--- src/rtl/decode_pkg.sv ---
// Shared RV32I decode definitions: opcodes, micro-op class and immediate format
// encodings, the decoded bundle, and immediate assembly.
package decode_pkg;

  localparam logic [6:0] OP_ALU_R  = 7'b0110011;
  localparam logic [6:0] OP_ALU_I  = 7'b0010011;
  localparam logic [6:0] OP_LOAD   = 7'b0000011;
  localparam logic [6:0] OP_STORE  = 7'b0100011;
  localparam logic [6:0] OP_BRANCH = 7'b1100011;
  localparam logic [6:0] OP_JAL    = 7'b1101111;
  localparam logic [6:0] OP_JALR   = 7'b1100111;
  localparam logic [6:0] OP_LUI    = 7'b0110111;
  localparam logic [6:0] OP_AUIPC  = 7'b0010111;

  typedef enum logic [3:0] {
    UOP_ALU_R   = 4'd0,
    UOP_ALU_I   = 4'd1,
    UOP_LOAD    = 4'd2,
    UOP_STORE   = 4'd3,
    UOP_BRANCH  = 4'd4,
    UOP_JAL     = 4'd5,
    UOP_JALR    = 4'd6,
    UOP_LUI     = 4'd7,
    UOP_AUIPC   = 4'd8,
    UOP_ILLEGAL = 4'd9
  } uop_class_e;

  typedef enum logic [2:0] {
    IMM_NONE = 3'd0,
    IMM_I    = 3'd1,
    IMM_S    = 3'd2,
    IMM_B    = 3'd3,
    IMM_U    = 3'd4,
    IMM_J    = 3'd5
  } imm_fmt_e;

  typedef struct packed {
    uop_class_e  cls;
    logic [4:0]  rd;
    logic [4:0]  rs1;
    logic [4:0]  rs2;
    logic [2:0]  funct3;
    logic [6:0]  funct7;
    logic [31:0] imm;
    logic        illegal;
  } uop_t;

  function automatic logic [31:0] build_imm(imm_fmt_e fmt, logic [31:0] instr);
    logic [31:0] imm;
    case (fmt)
      IMM_I:   imm = {{20{instr[31]}}, instr[31:20]};
      IMM_S:   imm = {{20{instr[31]}}, instr[31:25], instr[11:7]};
      IMM_B:   imm = {{19{instr[31]}}, instr[31], instr[7], instr[30:25], instr[11:8], 1'b0};
      IMM_U:   imm = {instr[31:12], 12'b0};
      IMM_J:   imm = {{11{instr[31]}}, instr[31], instr[19:12], instr[20], instr[30:21], 1'b0};
      default: imm = 32'd0;
    endcase
    return imm;
  endfunction

endpackage

--- src/rtl/rv32i_field_decode.sv ---
// Purely combinational RV32I field decoder: instruction word to class, masked
// register indices, funct fields and sign-extended immediate.
module rv32i_field_decode
  import decode_pkg::*;
(
  input  logic [31:0] instr_i,
  output logic [3:0]  cls_o,
  output logic [4:0]  rd_o,
  output logic [4:0]  rs1_o,
  output logic [4:0]  rs2_o,
  output logic [2:0]  funct3_o,
  output logic [6:0]  funct7_o,
  output logic [31:0] imm_o,
  output logic        illegal_o
);

  uop_class_e cls;
  imm_fmt_e   fmt;
  logic       use_rd;
  logic       use_rs1;
  logic       use_rs2;

  always_comb begin
    cls     = UOP_ILLEGAL;
    fmt     = IMM_NONE;
    use_rd  = 1'b0;
    use_rs1 = 1'b0;
    use_rs2 = 1'b0;
    case (instr_i[6:0])
      OP_ALU_R:  begin cls = UOP_ALU_R;  use_rd = 1'b1; use_rs1 = 1'b1; use_rs2 = 1'b1; end
      OP_ALU_I:  begin cls = UOP_ALU_I;  fmt = IMM_I; use_rd = 1'b1; use_rs1 = 1'b1; end
      OP_LOAD:   begin cls = UOP_LOAD;   fmt = IMM_I; use_rd = 1'b1; use_rs1 = 1'b1; end
      OP_STORE:  begin cls = UOP_STORE;  fmt = IMM_S; use_rs1 = 1'b1; use_rs2 = 1'b1; end
      OP_BRANCH: begin cls = UOP_BRANCH; fmt = IMM_B; use_rs1 = 1'b1; use_rs2 = 1'b1; end
      OP_JAL:    begin cls = UOP_JAL;    fmt = IMM_J; use_rd = 1'b1; end
      OP_JALR:   begin cls = UOP_JALR;   fmt = IMM_I; use_rd = 1'b1; use_rs1 = 1'b1; end
      OP_LUI:    begin cls = UOP_LUI;    fmt = IMM_U; use_rd = 1'b1; end
      OP_AUIPC:  begin cls = UOP_AUIPC;  fmt = IMM_U; use_rd = 1'b1; end
      default:   ;
    endcase
  end

  // Fields a format does not carry are zeroed so rename never sees phantom dependencies.
  assign cls_o     = cls;
  assign rd_o      = use_rd  ? instr_i[11:7]  : 5'd0;
  assign rs1_o     = use_rs1 ? instr_i[19:15] : 5'd0;
  assign rs2_o     = use_rs2 ? instr_i[24:20] : 5'd0;
  assign funct3_o  = instr_i[14:12];
  assign funct7_o  = (cls == UOP_ALU_R) ? instr_i[31:25] : 7'd0;
  assign imm_o     = build_imm(fmt, instr_i);
  assign illegal_o = (cls == UOP_ILLEGAL) || (instr_i == 32'd0);

endmodule

--- src/rtl/decode_stage.sv ---
// Decode stage: accepts {pc, instr} from fetch, decodes it and holds the result in a
// 2-entry elastic buffer (output + skid register) feeding rename/dispatch.
module decode_stage
  import decode_pkg::*;
#(
  parameter int ADDR_WIDTH  = 12,
  parameter int INSTR_WIDTH = 32
) (
  input  logic                   clk,
  input  logic                   reset,
  input  logic                   flush,
  input  logic                   fb_valid,
  input  logic [ADDR_WIDTH-1:0]  fb_pc,
  input  logic [INSTR_WIDTH-1:0] fb_instr,
  output logic                   fb_ready,
  output logic                   dec_valid,
  input  logic                   dec_ready,
  output logic [ADDR_WIDTH-1:0]  dec_pc,
  output logic [4:0]             dec_rd,
  output logic [4:0]             dec_rs1,
  output logic [4:0]             dec_rs2,
  output logic [2:0]             dec_funct3,
  output logic [6:0]             dec_funct7,
  output logic [31:0]            dec_imm,
  output logic [3:0]             dec_class,
  output logic                   dec_illegal
);

  logic [3:0]  in_cls;
  logic [4:0]  in_rd;
  logic [4:0]  in_rs1;
  logic [4:0]  in_rs2;
  logic [2:0]  in_funct3;
  logic [6:0]  in_funct7;
  logic [31:0] in_imm;
  logic        in_illegal;
  uop_t        in_uop;

  rv32i_field_decode u_field_decode (
    .instr_i   (fb_instr),
    .cls_o     (in_cls),
    .rd_o      (in_rd),
    .rs1_o     (in_rs1),
    .rs2_o     (in_rs2),
    .funct3_o  (in_funct3),
    .funct7_o  (in_funct7),
    .imm_o     (in_imm),
    .illegal_o (in_illegal)
  );

  always_comb begin
    in_uop.cls     = uop_class_e'(in_cls);
    in_uop.rd      = in_rd;
    in_uop.rs1     = in_rs1;
    in_uop.rs2     = in_rs2;
    in_uop.funct3  = in_funct3;
    in_uop.funct7  = in_funct7;
    in_uop.imm     = in_imm;
    in_uop.illegal = in_illegal;
  end

  logic                  out_valid_q,  out_valid_d;
  logic                  skid_valid_q, skid_valid_d;
  uop_t                  out_uop_q,    out_uop_d;
  uop_t                  skid_uop_q,   skid_uop_d;
  logic [ADDR_WIDTH-1:0] out_pc_q,     out_pc_d;
  logic [ADDR_WIDTH-1:0] skid_pc_q,    skid_pc_d;

  logic accept;
  logic consume;

  // fb_ready comes straight from a flop, so fetch never sees a path from dec_ready.
  assign fb_ready = ~skid_valid_q;
  assign accept   = fb_valid & fb_ready;
  assign consume  = out_valid_q & dec_ready;

  always_comb begin
    out_valid_d  = out_valid_q;
    skid_valid_d = skid_valid_q;
    out_uop_d    = out_uop_q;
    out_pc_d     = out_pc_q;
    skid_uop_d   = skid_uop_q;
    skid_pc_d    = skid_pc_q;
    if (flush) begin
      out_valid_d  = 1'b0;
      skid_valid_d = 1'b0;
    end else if (skid_valid_q) begin
      if (consume) begin
        out_uop_d    = skid_uop_q;
        out_pc_d     = skid_pc_q;
        skid_valid_d = 1'b0;
      end
    end else if (!out_valid_q || consume) begin
      out_valid_d = accept;
      if (accept) begin
        out_uop_d = in_uop;
        out_pc_d  = fb_pc;
      end
    end else if (accept) begin
      skid_valid_d = 1'b1;
      skid_uop_d   = in_uop;
      skid_pc_d    = fb_pc;
    end
  end

  always_ff @(posedge clk) begin
    if (reset) begin
      out_valid_q  <= 1'b0;
      skid_valid_q <= 1'b0;
      out_uop_q    <= '0;
      skid_uop_q   <= '0;
      out_pc_q     <= '0;
      skid_pc_q    <= '0;
    end else begin
      out_valid_q  <= out_valid_d;
      skid_valid_q <= skid_valid_d;
      out_uop_q    <= out_uop_d;
      skid_uop_q   <= skid_uop_d;
      out_pc_q     <= out_pc_d;
      skid_pc_q    <= skid_pc_d;
    end
  end

  assign dec_valid   = out_valid_q;
  assign dec_pc      = out_pc_q;
  assign dec_rd      = out_uop_q.rd;
  assign dec_rs1     = out_uop_q.rs1;
  assign dec_rs2     = out_uop_q.rs2;
  assign dec_funct3  = out_uop_q.funct3;
  assign dec_funct7  = out_uop_q.funct7;
  assign dec_imm     = out_uop_q.imm;
  assign dec_class   = out_uop_q.cls;
  assign dec_illegal = out_uop_q.illegal;

endmodule

--- config.mk ---
export PLATFORM = sky130hd
export DESIGN_NAME = decode_stage
export DESIGN_NICKNAME = d
export VERILOG_FILES = /design/src/rtl/decode_pkg.sv /design/src/rtl/rv32i_field_decode.sv /design/src/rtl/decode_stage.sv
export SDC_FILE = /design/constraint.sdc
export NUM_CORES = 1
export LEC_CHECK = 0
export BUFFER_PORTS_ARGS = -buffer_cell sky130_fd_sc_hd__buf_2
export CORE_AREA = 4 4 135 137
export CTS_CLUSTER_DIAMETER = 40
export DETAILED_ROUTE_END_ITERATION = 10
export DIE_AREA = 0 0 139 141
export PLACE_DENSITY_LB_ADDON = 0.05
export SLEW_MARGIN = 30
export SYNTH_ARGS = -nofsm -noshare
export SYNTH_HDL_FRONTEND = slang
export SYNTH_HIERARCHICAL = 1
export SYNTH_SLANG_ARGS = --single-unit
--- constraint.sdc ---
create_clock -name clk -period 4.3 [get_ports clk]
set_clock_uncertainty 0.15 [all_clocks]
set_input_delay 0.215 -clock clk [delete_from_list [all_inputs] [get_ports clk]]
set_output_delay 0.215 -clock clk [all_outputs]
set_load 0.1 [all_outputs]
[Yosys cells after proc, flatten, opt, wreduce, memory -nomap -nowiden]
Cells that the tools add are included.
Word-level totals
  word-level logic and storage cells: 79
  output and inout port bits: 76
  input bits: 49
  bits in registers: 150
Operators by class
  multiplexer cells: 22
  equal/unequal tests: 16
  reduce and logical (&&, ||, !) cells: 16
  bitwise gates (word level): 5
Operator list (count)
  $mux W62: 4
  $pmux W32 S5: 1
  $mux W12: 4
  $pmux W4 S9: 1
  $logic_not A32 Y1: 1
  $eq A7 B6 Y1 const B: 3
  $eq A7 B7 Y1 const B: 3
  $mux W5: 3
  $pmux W3 S5: 1
  $eq A7 B5 Y1 const B: 2
  $reduce_and A4 Y1: 2
  $eq A7 B2 Y1 const B: 1
  $mux W1: 7
  $mux W7: 1
  $reduce_or A7 Y1: 1
  $eq A3 B2 Y1 const B: 2
  $eq A3 B3 Y1 const B: 2
  $reduce_or A3 Y1: 2
  $reduce_or A6 Y1: 1
  $eq A4 B4 Y1 const B: 1
  $logic_not A4 Y1: 1
  $reduce_bool A2 Y1: 2
  $reduce_or A2 Y1: 2
  $eq A3 B1 Y1 const B: 1
  other kinds (6): 10

[Longest topological paths before layout]
Gate-level depths: netlist of run 1.
  depth in word-level cells: 8
  depth in mapped cells: 9
  gate-level depth less buffers: 7

[By module]
The synthesis of run 1 kept the hierarchy.
By module, submodules not included
  decode_stage: times used 1, area an instance 7577.3 sq um, cells an instance 737, seq. area each 3002.9 sq um
  rv32i_field_decode: times used 1, area an instance 862.1 sq um, cells an instance 122, seq. area each 0.0 sq um

[Least setup slack after synthesis of run 1]
Ideal clock, no wire load.
  path kind: register to register
  from: reg out_valid_q, in the netlist dec_valid
  to: reg out_uop_q (netlist bit dec_class[0])
  setup time: 0.121 ns
  path slack: 1.972 ns
  required time: 4.029 ns
  clock period less this slack: 2.328 ns
  path buffers: 2
  stages on the path, launching flop included: 6
  data arrival time: 2.057 ns
  cells stage by stage: dfxtp_1 nand2_1 a221o_1 buf_4 buf_6 mux2_4
On the way
  word-level cells in the longest chain between the ends: 4
  elaborated cells between the ends (all ways): 6
  classes of those cells: 1 x eq/ne; 1 x bitwise; 4 x reduce/logical
Ends and longest elaborated chain
  start, declared: line decode_stage.sv:62  | logic out_valid_q, out_valid_d;
  start signal, assigned: line decode_stage.sv:115  | out_valid_q <= out_valid_d;
  $and A1 B1 Y1 / $logic_not A1 Y1 (equally long branches): line decode_stage.sv:75, decode_stage.sv:93
  $logic_or A1 B1 Y1: line decode_stage.sv:93  | end else if (!out_valid_q || consume) begin
  $reduce_bool A2 Y1 (no source line)
  $reduce_and A4 Y1 (no source line) (*)
  end signal, assigned: line decode_stage.sv:117  | out_uop_q <= out_uop_d;
  end, declared: line decode_stage.sv:64  | uop_t out_uop_q, out_uop_d;
Mark *: on every way between the ends. The rest lies on a longest branch, timed or not.
A chain may end at the register's enable or synchronous reset.

[Worst setup path in the final report of run 1]
  from: reg skid_valid_q
  to: reg out_uop_q (netlist bit dec_class[3])
On the way
  word-level cells in the longest chain between the ends: 4
  elaborated cells between the ends (all ways): 7
  classes of those cells: 1 x eq/ne; 1 x mux; 2 x bitwise; 3 x reduce/logical
Ends and longest elaborated chain
  start, declared: line decode_stage.sv:63  | logic skid_valid_q, skid_valid_d;
  start signal, assigned: line decode_stage.sv:116  | skid_valid_q <= skid_valid_d;
  $not A1 Y1 (no source line)
  $and A1 B1 Y1: line decode_stage.sv:74  | assign accept = fb_valid & fb_ready;
  $reduce_bool A2 Y1 (no source line)
  $reduce_and A4 Y1 (no source line)
Parallel ways exist; a longest one is shown, timed or not.

==> impl.org, run 1 <==
** Floorplan
- In this run the standard cell core region covers 17100 sq um.
- Die Width :: 139 um
- Starting utilization of the core area :: 0.495
- The floorplan step defined a die boundary enclosing 19600 sq um.
- The initialized floorplan defines 48 standard-cell rows.
- Die height :: ~140 um
- For this design the top-level I/O count stands at 125.

** Layout
- Share of final-layout standard cells stronger than drive strength 1 :: 0.254
- 0 antenna diodes ended up in the layout.
- Nets :: between 1000 and 1500
- Area overhead of the layout relative to synthesis :: 16.4%

** Drt
- Via count normalized by instance count :: 5.18
- Once detail routing completed, the nets flagged for antenna violations numbered 0.
- Across all layers, the routed design uses 6183 vias.
- Final Routed Wirelength :: slightly below 20000 um
- Violation count after the first detailed-routing iteration :: about 320
- DRC violations left :: 0
- The pre-antenna-repair detailed-routing pass consisted of 5 iterations.
- Dividing the detail-routed wire length by the instance count gives between 15 and 20 um.

** Worst setup path
- For this run, the slowest stage of the critical path takes approximately 800 ps.
- Maximum fanout along the worst path :: 42
- STA classifies the critical path endpoint as a flop.
- Data on the critical path is required at its endpoint by between 4000 and 5000 ps.
- Bufs and invs on worst path :: 1
- Cell breakdown of the critical path :: nand2b_1 > a221o_4 > buf_4 > mux2_2
- STA classifies the critical path startpoint as a flop.
- Reg-to-reg critical path startpoint :: skid_valid_q
- Worst path arrival time :: 2980 ps
- Cell with the biggest individual delay on the critical path :: sky130_fd_sc_hd__dfxtp_4
- The endpoint identified for the worst register-to-register timing path is dec_class[3].
- Kind of critical path :: flop to flop
- The worst register-to-register path has a setup slack of 1460 ps.
- CP delay by family, top :: flip-flops
- The worst register-to-register path has a depth of 4.

** Clocking
- TritonCTS built the clock tree.
- Clock net sink count :: 150
- The H-tree generated during clock tree synthesis spans 4 levels.
- Clock transition at the registers of the reported paths :: ~60 ps
- In this run the post-CTS setup repair buffer count came out at 0.
- After clock tree synthesis, the repair step resized 0 gates.
- The clock passes through at most 2 buffers.
- In this run, CTS created clock tree buffers numbering 17.
- Clock tree root buffer cell :: sky130_fd_sc_hd__clkbuf_16
- The later pin in the worst-skew pair is clocked with a latency of about 420 ps.

** Hold path
- Type of the most critical hold path :: input pin to flop
- Counting instances, the worst hold path has a depth of 4.
- The startpoint identified for the worst hold timing path is fb_instr[19].
- For hold timing, the worst endpoint is skid_uop_q[52].

** Logic synthesis
- The share of synthesized area in the top cell type comes to 0.356.
- For this run, the register share of the synthesized area comes to 0.356.
- The average instance in the mapped netlist occupies ~9.8 sq um.
- Yosys synthesis warning count :: 6
- The largest total area in the synthesized netlist belongs to sky130_fd_sc_hd__dfxtp_1.
- In this run, distinct cell masters in the synthesized netlist total between 40 and 50.
- Async S/R FF share, synth :: 0
- Cells after Synth :: between 800 and 900
- Number of synthesized flops with an enable pin :: 0
- Net Count, Synth :: slightly above 900
- For this run, the leading register cell type out of synthesis is sky130_fd_sc_hd__dfxtp_1.
- Netlist Area Pre-Place :: ~8400 sq um
- Ranked by total cell area, the synthesized netlist is headed by sky130_fd_sc_hd__dfxtp_1 36%, sky130_fd_sc_hd__mux2i_1 18%, sky130_fd_sc_hd__nand2b_1 11%.
- Register bit total from synthesis :: 150

** STA
- Crit share post-route :: 0.659
- Slew of the pin with the lowest slew margin :: slightly above 800 ps
- Max Slew Vio Count :: 0
- The final hold violation count came to 0.
- Highest attainable clock frequency :: between 300 and 400 MHz
- Post-route setup slack :: 1460 ps
- Minimum clock period :: approximately 2800 ps
- Setup total negative slack on the finished layout was measured at 0 ps.
- Setup repair after global routing left no endpoint under its margin.
- Setup violations remaining at the end of the flow were counted as 0.
- Headroom to the max-slew limit came out at 0.447.

** Placed design
- At the placement stage, the worst setup path has a slack of between 1000 and 1500 ps.
- Detailed placer's ending HPWL :: 13200 um
- Total of buffers placed on input and output ports :: roughly 120
- Global placer's final weighted congestion :: about 0.92

** Global routing
- Across every metal layer, demand over resource in global routing totals 0.200.
- Largest net degree at the start of global routing :: 130
- Number of global-route vias before repair :: 6279
- Grt ovf :: 0
- The first global-routing pass estimated 32100 um of wire.
- Initial antenna violation count :: 2

** Flow run
- The tool flagged a number of max-cap violations equal to 0.

** Power
- Summed over all cells, the static leakage comes to 4.03 nW.
- Maximum resistive drop on vdd :: between 200 and 300 uV
- Cell Pwr Density :: between 300 and 400 nW/um^2

** Outcome
- Status :: completed
-- state kept, by name, summed over array words and instances, names as in the netlist --
| register | flops |
|---|---|
| dec_pc | 12 |
| dec_imm | 32 |
| dec_rd | 5 |
| skid_pc_q | 12 |
| dec_rs2 | 5 |
| dec_class | 4 |
| dec_funct7 | 7 |
| skid_valid_q | 1 |
| skid_uop_q | 62 |
| dec_valid | 1 |
| dec_illegal | 1 |
| dec_funct3 | 3 |
| dec_rs1 | 5 |
-- worst min-delay path: stages --
cell,delay (ps)
sky130_fd_sc_hd__buf_2,110
sky130_fd_sc_hd__and2_1,140
sky130_fd_sc_hd__nand2b_1,60
sky130_fd_sc_hd__mux2i_1,60
-- stage by stage --
step           std cells   util  hold slack (ps)  power [mW]  area [sq um]
6_report            1194  0.576             82.1        3.23          9820
3_3_place_gp        1144  0.531              301        1.79          9050
4_1_cts             1194  0.576             62.3        3.27          9820
2_1_floorplan        859      -              143        1.73          8440
3_5_place_dp        1144  0.531              313        1.80          9050
5_1_grt             1194  0.576             98.4        3.35          9820
-- metal layers --
| metal | up-vias | part of all wire | global-route usage |
|---|---|---|---|
| met3 | 18 | 0.045 | 0.0482 |
| li1 | 3062 | - | - |
| met1 | 2970 | 0.46 | 0.253 |
| met5 | - | 0.0011 | 0 |
| met4 | 4 | 0.0090 | 0.0453 |
| met2 | 129 | 0.48 | 0.345 |
-- final cells by class --
class | instances | area [sq um]
inverter | 4 | 15.0
clock buffer | 24 | 513
fill | 1497 | 7230
multi-input combinational | 634 | 5050
tap | 225 | 282
sequential | 150 | 3010
timing repair buffer | 150 | 895
clock inverter | 7 | 67.6
-- cell usage after synthesis, types with 2 or more instances --
library cell	instances
sky130_fd_sc_hd__nand2b_1	151
sky130_fd_sc_hd__dfxtp_1	150
sky130_fd_sc_hd__mux2i_1	148
sky130_fd_sc_hd__nor2_1	82
sky130_fd_sc_hd__nor2b_1	75
sky130_fd_sc_hd__mux2_4	60
sky130_fd_sc_hd__clkbuf_1	32
sky130_fd_sc_hd__and2_1	30
sky130_fd_sc_hd__buf_2	14
sky130_fd_sc_hd__mux2_2	14
sky130_fd_sc_hd__a21o_1	11
sky130_fd_sc_hd__buf_4	11
sky130_fd_sc_hd__buf_6	9
sky130_fd_sc_hd__a41o_1	8
sky130_fd_sc_hd__nand2_1	8
sky130_fd_sc_hd__o21ai_0	7
sky130_fd_sc_hd__a21oi_1	6
sky130_fd_sc_hd__buf_1	5
sky130_fd_sc_hd__a22o_1	4
sky130_fd_sc_hd__inv_1	4
sky130_fd_sc_hd__nor3_1	3
sky130_fd_sc_hd__a31oi_1	2
sky130_fd_sc_hd__a32o_1	2
sky130_fd_sc_hd__and3_2	2
sky130_fd_sc_hd__nand3_1	2
-- kinds of logic after synthesis --
logic type      after synthesis  synth area share
simple gates                361             0.244
buf+inv                      75            0.0483
mux                         222             0.301
flops                       150             0.356
compound gates               50            0.0497
xor+xnor                      1           0.00104
-- worst max path at each step --
| stage | start | end | slack, ps | depth (start not counted) |
|---|---|---|---|---|
| floorplan | dec_valid | dec_class[0] | 1970 | 5 |
| global placement | skid_valid_q | dec_class[3] | 1500 | 4 |
| global route | skid_valid_q | dec_class[3] | 1340 | 4 |
| finish | skid_valid_q | dec_class[3] | 1460 | 4 |
| detailed placement | skid_valid_q | dec_class[3] | 1450 | 4 |
| CTS | skid_valid_q | dec_class[3] | 1440 | 4 |
-- cells in the final DEF, fill, tap and decap left out, drive strengths merged, types with 4 or more instances in the layout --
cell type / n
dfxtp: 150
and2: 30
buf: 131
nor2b: 76
o21ai: 7
inv: 4
nand2: 8
a41o: 8
nand2b: 151
mux2i: 148
a21oi: 6
nor2: 82
clkbuf: 24
dlygate4sd3: 19
a22o: 5
mux2: 74
a21o: 11
-- report_power, final --
part           internal (mW)  total [mW]  switching, mW  leakage, nW
Clock                  0.886        1.45          0.563        0.279
Sequential              1.40        1.41        0.00965         1.21
Combinational          0.129       0.368          0.240         2.54
Total                   2.42        3.23          0.812         4.03
-- what timing repair did --
action / 4_1_cts / 5_1_grt
endpoints found under the setup margin: 0 / 0
endpoints found under the hold margin: 17 / 0
hold buffers: 19 / 0
(Power assumes the default switching activity.)
==> run 2: changes to the inputs <==
--- a/config.mk
+++ b/config.mk
@@ -5,11 +5,12 @@
 export SDC_FILE = /design/constraint.sdc
 export NUM_CORES = 1
 export LEC_CHECK = 0
+export ABC_AREA = 1
 export BUFFER_PORTS_ARGS = -buffer_cell sky130_fd_sc_hd__buf_2
-export CORE_AREA = 4 4 135 137
+export CORE_AREA = 4 4 131 133
 export CTS_CLUSTER_DIAMETER = 40
 export DETAILED_ROUTE_END_ITERATION = 10
-export DIE_AREA = 0 0 139 141
+export DIE_AREA = 0 0 135 137
 export PLACE_DENSITY_LB_ADDON = 0.05
 export SLEW_MARGIN = 30
 export SYNTH_ARGS = -nofsm -noshare
==> constraint.sdc (replaced) <==
create_clock -name clk -period 2.9 [get_ports clk]
set_clock_uncertainty 0.15 [all_clocks]
set_input_delay 0.145 -clock clk [delete_from_list [all_inputs] [get_ports clk]]
set_output_delay 0.145 -clock clk [all_outputs]
set_load 0.1 [all_outputs]
==> run 2 against run 1 <==
Against the previous run: wire length is 11% higher; flip-flop and latch count stayed put; register-to-register slack worse by 600 ps; power is 75% higher; sequential power is 55% higher; clock power is 68% higher; final cell count is 29% higher; global-route usage is 3.7 points higher; critical path type is now flop to primary output; worst setup slack worse by 980 ps.
==> impl.org, run 2 <==
** Clocking
- Clock net sink count :: 150 (unchanged)
- The total of hold buffers inserted after clock tree synthesis is 21 (was 19).
- Resize count post-CTS :: 0 (unchanged)
- CTS max path bufs :: 2 (unchanged)
- H-Tree Level Count :: 4 (unchanged)
- Count of buffers added by post-CTS timing repair for setup :: 0 (unchanged)
- TritonCTS clock tree :: built (unchanged)
- The clock-pin transition on the worst setup and hold timing paths is 60 ps (about the same).
- Clock tree root buffer cell :: sky130_fd_sc_hd__clkbuf_16 (unchanged)
- The clock network latency to the later pin of the worst-skew pair was 430 ps (was 420 ps).
- Number of CTS-inserted buffers :: 17 (unchanged)

** Logic synthesis
- Most used standard cells in the synthesized netlist :: 345 x sky130_fd_sc_hd__nor2_1, 281 x sky130_fd_sc_hd__nand2_1, 150 x sky130_fd_sc_hd__dfxtp_1, 121 x sky130_fd_sc_hd__nand3_1, 59 x sky130_fd_sc_hd__and2_1 (was 151 x sky130_fd_sc_hd__nand2b_1, 150 x sky130_fd_sc_hd__dfxtp_1, 148 x sky130_fd_sc_hd__mux2i_1, 82 x sky130_fd_sc_hd__nor2_1, 75 x sky130_fd_sc_hd__nor2b_1)
- Cells taking the most area after synthesis :: sky130_fd_sc_hd__dfxtp_1 38%, sky130_fd_sc_hd__nor2_1 17%, sky130_fd_sc_hd__nand2_1 13% (was sky130_fd_sc_hd__dfxtp_1 36%, sky130_fd_sc_hd__mux2i_1 18%, sky130_fd_sc_hd__nand2b_1 11%)
- The unique cell type count in the Yosys netlist was 28 (was 44).
- The dominant register cell in the synthesized netlist is sky130_fd_sc_hd__dfxtp_1 (unchanged).
- The yosys synthesis warning count came to 6 (unchanged).
- Cells after Synth :: 1222 (was 859)
- The async set-reset flop share out of synthesis came to 0 (unchanged).
- The mean post-synth cell area was 6.40 sq um (was 9.82 sq um).
- Netlist Area Pre-Place :: 7830 sq um (was 8440 sq um)
- Share of the yosys chip area belonging to registers :: 0.384 (was 0.356)
- Number of synthesized flops with an enable pin :: 0 (unchanged)
- The leading area contributor after synthesis is sky130_fd_sc_hd__dfxtp_1 (unchanged).
- Most common cell in the synthesized netlist :: sky130_fd_sc_hd__nor2_1 (was sky130_fd_sc_hd__nand2b_1)
- Register bit total from synthesis :: 150 (unchanged)
- The area share of the largest cell type after synthesis was 0.384 (was 0.356).
- Net Count, Synth :: 1271 (was 908)

** Worst setup path
- Maximum fanout along the worst path :: 63 (was 42)
- Sort of element at the end of the critical path :: primary output (was flop)
- Kind of critical path :: flop to primary output (was flop to flop)
- Length in cells of the worst reg-to-reg path :: 6 (was 4)
- The required time reported for the critical path endpoint came to 2610 ps (was 4450 ps).
- The critical register-to-register path startpoint is skid_valid_q (unchanged).
- Critical path launch point type :: flop (unchanged)
- Cell with the biggest individual delay on the critical path :: sky130_fd_sc_hd__buf_4 (was sky130_fd_sc_hd__dfxtp_4)
- The worst stage delay on the critical path is 610 ps (was 800 ps).
- The critical path data arrival time was 2120 ps (was 2980 ps).
- Bufs and invs on worst path :: 3 (was 1)
- Endpoint of the most critical register-to-register path :: dec_imm[2] (was dec_class[3])
- The flop-to-flop setup slack came to 860 ps (was 1460 ps).
- The cell family contributing the most delay on the critical path is buffers and inverters (was flip-flops).
- Cell breakdown of the critical path :: inv_4 > buf_4 > buf_2 (was nand2b_1 > a221o_4 > buf_4 > mux2_2)

** Global routing
- The overall routing resource usage is 0.237 (was 0.200).
- Global-route wire length before repair :: 35300 um (was 32100 um)
- Number of global-route vias before repair :: 6776 (was 6279)
- Largest net degree at the start of global routing :: 82 (was 130)
- Grt ovf :: 0 (unchanged)
- Initial antenna violation count :: 0 (was 2)

** Drt
- Number of detailed-routing iterations run before antenna repair :: 7 (was 5)
- The post-route antenna net violation count is 0 (unchanged).
- The DRC violation count after routing came to 0 (unchanged).
- The routed wire length per instance is 14.1 um (was 16.4 um).
- The number of vias per cell after detailed routing was 5.00 (was 5.18).
- The total detailed-routing wirelength is 21800 um (was 19500 um).
- The initial DRC count came to 642 (was 321).
- The count of vias placed by the detailed router came to 7727 (was 6183).

** Power
- The proportion of total power due to net switching came to 0.315 (was 0.251).
- The combinational group share of total power was 0.186 (was 0.114).
- The static leakage was 4.16 nW (was 4.03 nW).
- The clock network fraction of total power was 0.428 (was 0.448).
- The cell area power density came to 615 nW/um^2 (was 329 nW/um^2).
- The net switching power came to 1.79 mW (was 0.812 mW).
- Portion of total power attributed to sequential cells :: 0.386 (was 0.438)
- The internal portion of total power came to 3.88 mW (was 2.42 mW).
- Maximum resistive drop on vdd :: 378 uV (was 272 uV)

** Placed design
- Total of buffers placed on input and output ports :: 124 (unchanged)
- Global placer's final weighted congestion :: 0.948 (was 0.922)
- The area after detailed placement is 8340 sq um (was 9050 sq um).
- The detailed placement HPWL was 14300 um (was 13200 um).

** Hold path
- The class of the worst hold path is input pin to flop (unchanged).
- Launch instance of the worst min-delay path :: fb_instr[9] (was fb_instr[19])
- Number of cells on the worst hold path :: 5 (was 4)
- Worst hold endpoint :: skid_uop_q[55] (was skid_uop_q[52])

** Outcome
- Status :: completed (unchanged)

** Floorplan
- Core ar. :: 15800 sq um (was 17100 sq um)
- The die width is 135 um (was 139 um).
- The count of standard-cell rows is 46 (was 48).
- The full die area is 18500 sq um (was 19600 sq um).
- Ports :: 125 (unchanged)
- Starting utilization of the core area :: 0.494 (was 0.495)
- Die height :: 137 um (was 141 um)

** STA
- Setup TNS after final layout :: 0 ps (unchanged)
- Dividing the final minimum period by the clock period gives 0.834.
- The worst slew margin relative to its limit came to 0.395 (was 0.447).
- Slew of the pin with the lowest slew margin :: 907 ps (was 827 ps)
- The final hold violation count came to 0 (unchanged).
- The final hold slack was 22.7 ps (was 82.1 ps).
- Highest attainable clock frequency :: 413 MHz
- The routed design could run at a clock period as short as 2420 ps.
- Setup repair after global routing missed its margin: false (unchanged).
- The total of endpoints with negative setup slack in the final report is 0 (unchanged).
- Max Slew Vio Count :: 0 (unchanged)

** Layout
- Final antenna diode count :: 0 (unchanged)
- Max reg flops :: 62 (unchanged)
- The post-route cell area is 9220 sq um (was 9820 sq um).
- # fillers :: 1604 (was 1497)
- Share of final-layout standard cells stronger than drive strength 1 :: 0.151 (was 0.254)
- The register with the most flip-flops is skid_uop_q (unchanged).
- Top library cells by usage in the layout, fill and taps aside :: 345 x sky130_fd_sc_hd__nor2_1, 280 x sky130_fd_sc_hd__nand2_1, 149 x sky130_fd_sc_hd__dfxtp_1 (was 151 x sky130_fd_sc_hd__nand2b_1, 149 x sky130_fd_sc_hd__dfxtp_1, 148 x sky130_fd_sc_hd__mux2i_1)
- The area growth from synthesis to final layout was 17.8% (was 16.4%).
- The net count of the finished layout came to 1364 (was 1006).
- Commonest non-fill, non-tap cell in the layout :: sky130_fd_sc_hd__nor2_1 (was sky130_fd_sc_hd__nand2b_1)
- The final core utilization came to 0.583 (was 0.576).

** Flow run
- The reported max-cap violation count was 0 (unchanged).
run 2: cell count changes in the layout (fill, tap and decap cells not counted), sizes merged, moves of 76 or more:
cell / previous run / this run
nand2: 8 / 290
nor2: 82 / 353
nor2b: 76 / 0
nand3: 2 / 123
nand2b: 151 / 0
mux2i: 148 / 0
o21ai: 7 / 92
run 2: through the flow:
stage	setup WS, ps	instances	power (mW)
3_3_place_gp	529	1490	3.26
2_1_floorplan	800	1222	3.07
3_5_place_dp	457	1490	3.27
4_1_cts	430	1543	5.71
6_report	480	1544	5.67
5_1_grt	393	1544	5.89
run 2: logic make-up after synthesis:
group                  Yosys count  synth area share
AO/OA/AOI/OAI                   96            0.0625
AND/OR/NAND/NOR                841             0.457
buffers and inverters          135            0.0963
flip-flops                     150             0.384
run 2: worst min-delay path, delay by kind of cell:
kind	cells	cell delay, ps
buffers and inverters	2	180
AOI/OAI and AO/OA	1	120
and+or+nand+nor	2	90
run 2: power by group through the flow:
| stage | Clock (mW) | Combinational (mW) | Sequential [mW] |
|---|---|---|---|
| after floorplan | 0 | 0.345 | 2.73 |
| after global placement | 0 | 1.03 | 2.23 |
| after detailed placement | 0 | 1.03 | 2.23 |
| after CTS | 2.47 | 1.06 | 2.19 |
| after global routing | 2.57 | 1.13 | 2.19 |
| final | 2.43 | 1.06 | 2.19 |
run 2: final cells by class:
type                            count  area [sq um]  area share
Multi-Input combinational cell    937          4090       0.443
Sequential cell                   150          3000       0.326
Timing Repair Buffer              159          1020       0.110
Clock buffer                       20           457      0.0495
Tap cell                          216           270      0.0293
Inverter                           50           193      0.0209
Clock inverter                     12           190      0.0206
run 2: routing by layer:
layer  vias to the layer above  wire [um]  share of wire  global-route usage
met2                       188       9750           0.45               0.362
met5                         -          0              0                   0
li1                       3976          -              -                   -
met1                      3541      10600           0.49               0.340
met3                        22       1140          0.052              0.0504
met4                         0        304          0.014              0.0638
run 2: worst max path at each step:
| stage | cells after the start | slack [ps] | end | from |
|---|---|---|---|---|
| floorplan | 7 | 800 | skid_uop_q[15] | dec_valid |
| global placement | 7 | 530 | dec_imm[18] | dec_valid |
| detailed placement | 7 | 460 | dec_funct7[5] | dec_valid |
| CTS | 7 | 430 | dec_imm[30] | dec_valid |
| global route | 3 | 390 | fb_ready | skid_valid_q |
| finish | 3 | 480 | fb_ready | skid_valid_q |
==> run 3: changes to the inputs <==
==> constraint.sdc (replaced) <==
create_clock -name clk -period 2.1 [get_ports clk]
set_clock_uncertainty 0.15 [all_clocks]
set_input_delay 0.105 -clock clk [delete_from_list [all_inputs] [get_ports clk]]
set_output_delay 0.105 -clock clk [all_outputs]
set_load 0.1 [all_outputs]
==> run 3 against run 2 <==
Against the previous run: via count is 0.80% lower; power is 29% higher; final cell count is 0.84% higher; register-to-register slack worse by 660 ps.
==> impl.org, run 3 (synthesized netlist as in run 2, its figures left out) <==
** Outcome
- Status: completed (unchanged).

** Drt
- Violation count after the first detailed-routing iteration :: 527 (was 642)
- Number of detailed-routing iterations run before antenna repair :: 5 (was 7)
- The DRC violation count after routing was 0 (unchanged).
- The routed wire length per instance came to 14.4 um (was 14.1 um).
- Via count normalized by instance count :: 4.92 (was 5.00)
- The post-route antenna net violation count was 0 (unchanged).
- The count of vias placed by the detailed router came to 7665 (was 7727).
- The total detailed-routing wirelength came to 22400 um (was 21800 um).

** Worst setup path
- Cell repeated most along the worst path :: sky130_fd_sc_hd__dlygate4sd3_1
- Cell with the biggest individual delay on the critical path :: sky130_fd_sc_hd__dlygate4sd3_1 (was sky130_fd_sc_hd__buf_4)
- Cell breakdown of the critical path: dlygate4sd3_1 > buf_2 > nor2_1 > dlygate4sd3_1 > a21boi_0 > dlygate4sd3_1 (was inv_4 > buf_4 > buf_2).
- Worst path arrival time :: 2170 ps (was 2120 ps)
- Sort of element at the end of the critical path :: flop (was primary output)
- The cell family contributing the most delay on the critical path is buffers and inverters (unchanged).
- The required time reported for the critical path endpoint was 2310 ps (was 2610 ps).
- Bufs and invs on worst path :: 4 (was 3)
- The worst stage delay on the critical path came to 580 ps (was 610 ps).
- Kind of critical path :: input pin to flop (was flop to primary output)
- Critical path launch point type :: input pin (was flop)
- Maximum fanout along the worst path :: 2 (was 63)

** Power
- Internal power contribution :: 4.93 mW (was 3.88 mW)
- The clock network fraction of total power came to 0.383 (was 0.428).
- Portion of total power attributed to sequential cells :: 0.414 (was 0.386)
- The proportion of total power due to net switching came to 0.325 (was 0.315).
- The cell area power density came to 786 nW/um^2 (was 615 nW/um^2).
- The combinational group share of total power is 0.203 (was 0.186).
- The worst supply voltage drop on vdd was 576 uV (was 378 uV).
- The static leakage was 4.19 nW (was 4.16 nW).
- P_sw :: 2.37 mW (was 1.79 mW)

** STA
- The final hold violation count was 0 (unchanged).
- Crit share post-route :: 0.932
- Worst slew slack as a fraction of its limit :: 0.459 (was 0.395)
- Highest attainable clock frequency :: 511 MHz
- Setup repair after global routing missed its margin :: false (unchanged)
- Tightest hold margin :: 6.42 ps (was 22.7 ps)
- Max Slew Vio Count :: 0 (unchanged)
- Subtracting the final worst setup slack from the clock period gives between 1500 and 2000 ps.
- Final setup fails :: 0 (unchanged)
- The slew at the pin closest to its max-slew limit was 812 ps (was 907 ps).
- Setup TNS after final layout :: 0 ps (unchanged)

** Layout
- The fraction of layout cells with a size suffix above 1 came to 0.152 (was 0.151).
- Final instance count without filler cells :: 1557 (was 1544)
- The area growth from synthesis to final layout came to 18.7% (was 17.8%).
- The number of fill cells in the layout was 1623 (was 1604).
- The net count of the finished layout is 1380 (was 1364).
- Final antenna diode count :: 0 (unchanged)
- The flip-flop count of the largest register after layout is 62 (unchanged).
- Commonest non-fill, non-tap cell in the layout :: sky130_fd_sc_hd__nor2_1 (unchanged)
- The register with the most flip-flops is skid_uop_q (unchanged).
- Top library cells by usage in the layout, fill and taps aside :: 345 x sky130_fd_sc_hd__nor2_1, 280 x sky130_fd_sc_hd__nand2_1, 148 x sky130_fd_sc_hd__dfxtp_1 (was 345 x sky130_fd_sc_hd__nor2_1, 280 x sky130_fd_sc_hd__nand2_1, 149 x sky130_fd_sc_hd__dfxtp_1)

** Floorplan
- Starting utilization of the core area :: 0.494 (unchanged)
- The count of standard-cell rows was 46 (unchanged).
- Area of the die :: 18500 sq um (unchanged)
- Die Width :: 135 um (unchanged)
- Core ar. :: 15800 sq um (unchanged)
- The die outline height is 137 um (unchanged).
- The top-level port count was 125 (unchanged).

** Clocking
- The clock tree from TritonCTS is built (unchanged).
- Number of hold buffers added after CTS :: 30 (was 21)
- Resize count post-CTS :: 0 (unchanged)
- The total setup buffers inserted after CTS came to 0 (unchanged).
- The clock net sink count is 150 (unchanged).
- The clock root buffer is sky130_fd_sc_hd__clkbuf_16 (unchanged).
- Latest clock arrival within the worst-skew pair :: 420 ps (was 430 ps)
- The depth of the CTS H-tree was 4 (unchanged).
- Clock transition at the registers of the reported paths :: 60 ps (about the same)
- Number of CTS-inserted buffers :: 17 (unchanged)
- CTS max path bufs :: 2 (unchanged)

** Global routing
- The overall routing resource usage was 0.245 (was 0.237).
- The aggregate global routing overflow is 0 (unchanged).
- The number of antenna violations at the first check in global routing came to 0 (unchanged).
- Global-route wire length before repair :: 36300 um (was 35300 um)
- The maximum number of pins on one net before global-route repair came to 76 (was 82).
- Number of global-route vias before repair :: 6986 (was 6776)

** Placed design
- Cell total after placement :: 1498 (was 1490)
- The global placer's final weighted congestion is 0.887 (was 0.948).
- The detailed placement HPWL came to 14200 um (was 14300 um).
- Total of buffers placed on input and output ports :: 124 (unchanged)

** Flow run
- The reported max-cap violation count was 0 (unchanged).

** Hold path
- The class of the worst hold path is input pin to flop (unchanged).
[run 3: cell types whose count changed in the layout (fill, tap and decap cells not counted), moves of 3 or more]
| cell | change |
|---|---|
| sky130_fd_sc_hd__clkinv_2 | +3 |
| sky130_fd_sc_hd__buf_12 | +5 |
| sky130_fd_sc_hd__dlygate4sd3_1 | +9 |
| sky130_fd_sc_hd__bufinv_16 | -3 |
| sky130_fd_sc_hd__buf_4 | +4 |
[run 3: worst register-to-register path, stage by stage (launching register included)]
cell	delay, ps
sky130_fd_sc_hd__dfxtp_2	480
sky130_fd_sc_hd__nor2_4	70
sky130_fd_sc_hd__nand3_2	100
sky130_fd_sc_hd__buf_4	640
sky130_fd_sc_hd__o21ai_0	250
sky130_fd_sc_hd__nor2_1	130
[run 3: through the flow]
step / area [sq um] / power, mW / setup slack (ps) / util
2_1_floorplan: 7830 / 4.24 / 353 / -
3_3_place_gp: 8460 / 4.52 / 223 / 0.535
3_5_place_dp: 8460 / 4.53 / 233 / 0.535
4_1_cts: 9290 / 7.36 / 166 / 0.587
5_1_grt: 9290 / 7.57 / 33.3 / 0.587
6_report: 9290 / 7.30 / 143 / 0.587
[run 3: final timing paths]
| kind | from | endpoint | slack, ps | cells past startpoint |
|---|---|---|---|---|
| hold reg to reg | dec_pc[1] | dec_pc[1] | 320 | 2 |
| setup reg to reg | skid_valid_q | skid_uop_q[3] | 200 | 5 |
| setup / recovery | reset | skid_valid_q | 140 | 6 |
| hold / removal | fb_instr[20] | skid_uop_q[1] | 6 | 5 |
[run 3: area by class of cell]
cell class | count | area, sq um | share of cell area
Multi-Input combinational cell | 937 | 4090 | 0.440
Sequential cell | 150 | 3010 | 0.324
Timing Repair Buffer | 175 | 1210 | 0.130
Clock buffer | 20 | 447 | 0.0481
Tap cell | 216 | 270 | 0.0291
Inverter | 50 | 193 | 0.0207
Clock inverter | 9 | 81.3 | 0.00875
[run 3: routing by layer]
metal / track usage / up-vias / wire (um)
li1: - / 4000 / -
met1: 0.332 / 3453 / 10600
met2: 0.402 / 189 / 10300
met3: 0.0397 / 23 / 1120
met4: 0.0789 / 0 / 350
met5: 0 / - / 0
[run 3: power by group through the flow]
stage          Clock [mW]  Combinational [mW]  Sequential (mW)
3_5_place_dp            0                1.44             3.08
6_report             2.80                1.48             3.02
5_1_grt              2.95                1.59             3.03
2_1_floorplan           0               0.476             3.76
4_1_cts              2.85                1.49             3.02
3_3_place_gp            0                1.44             3.08
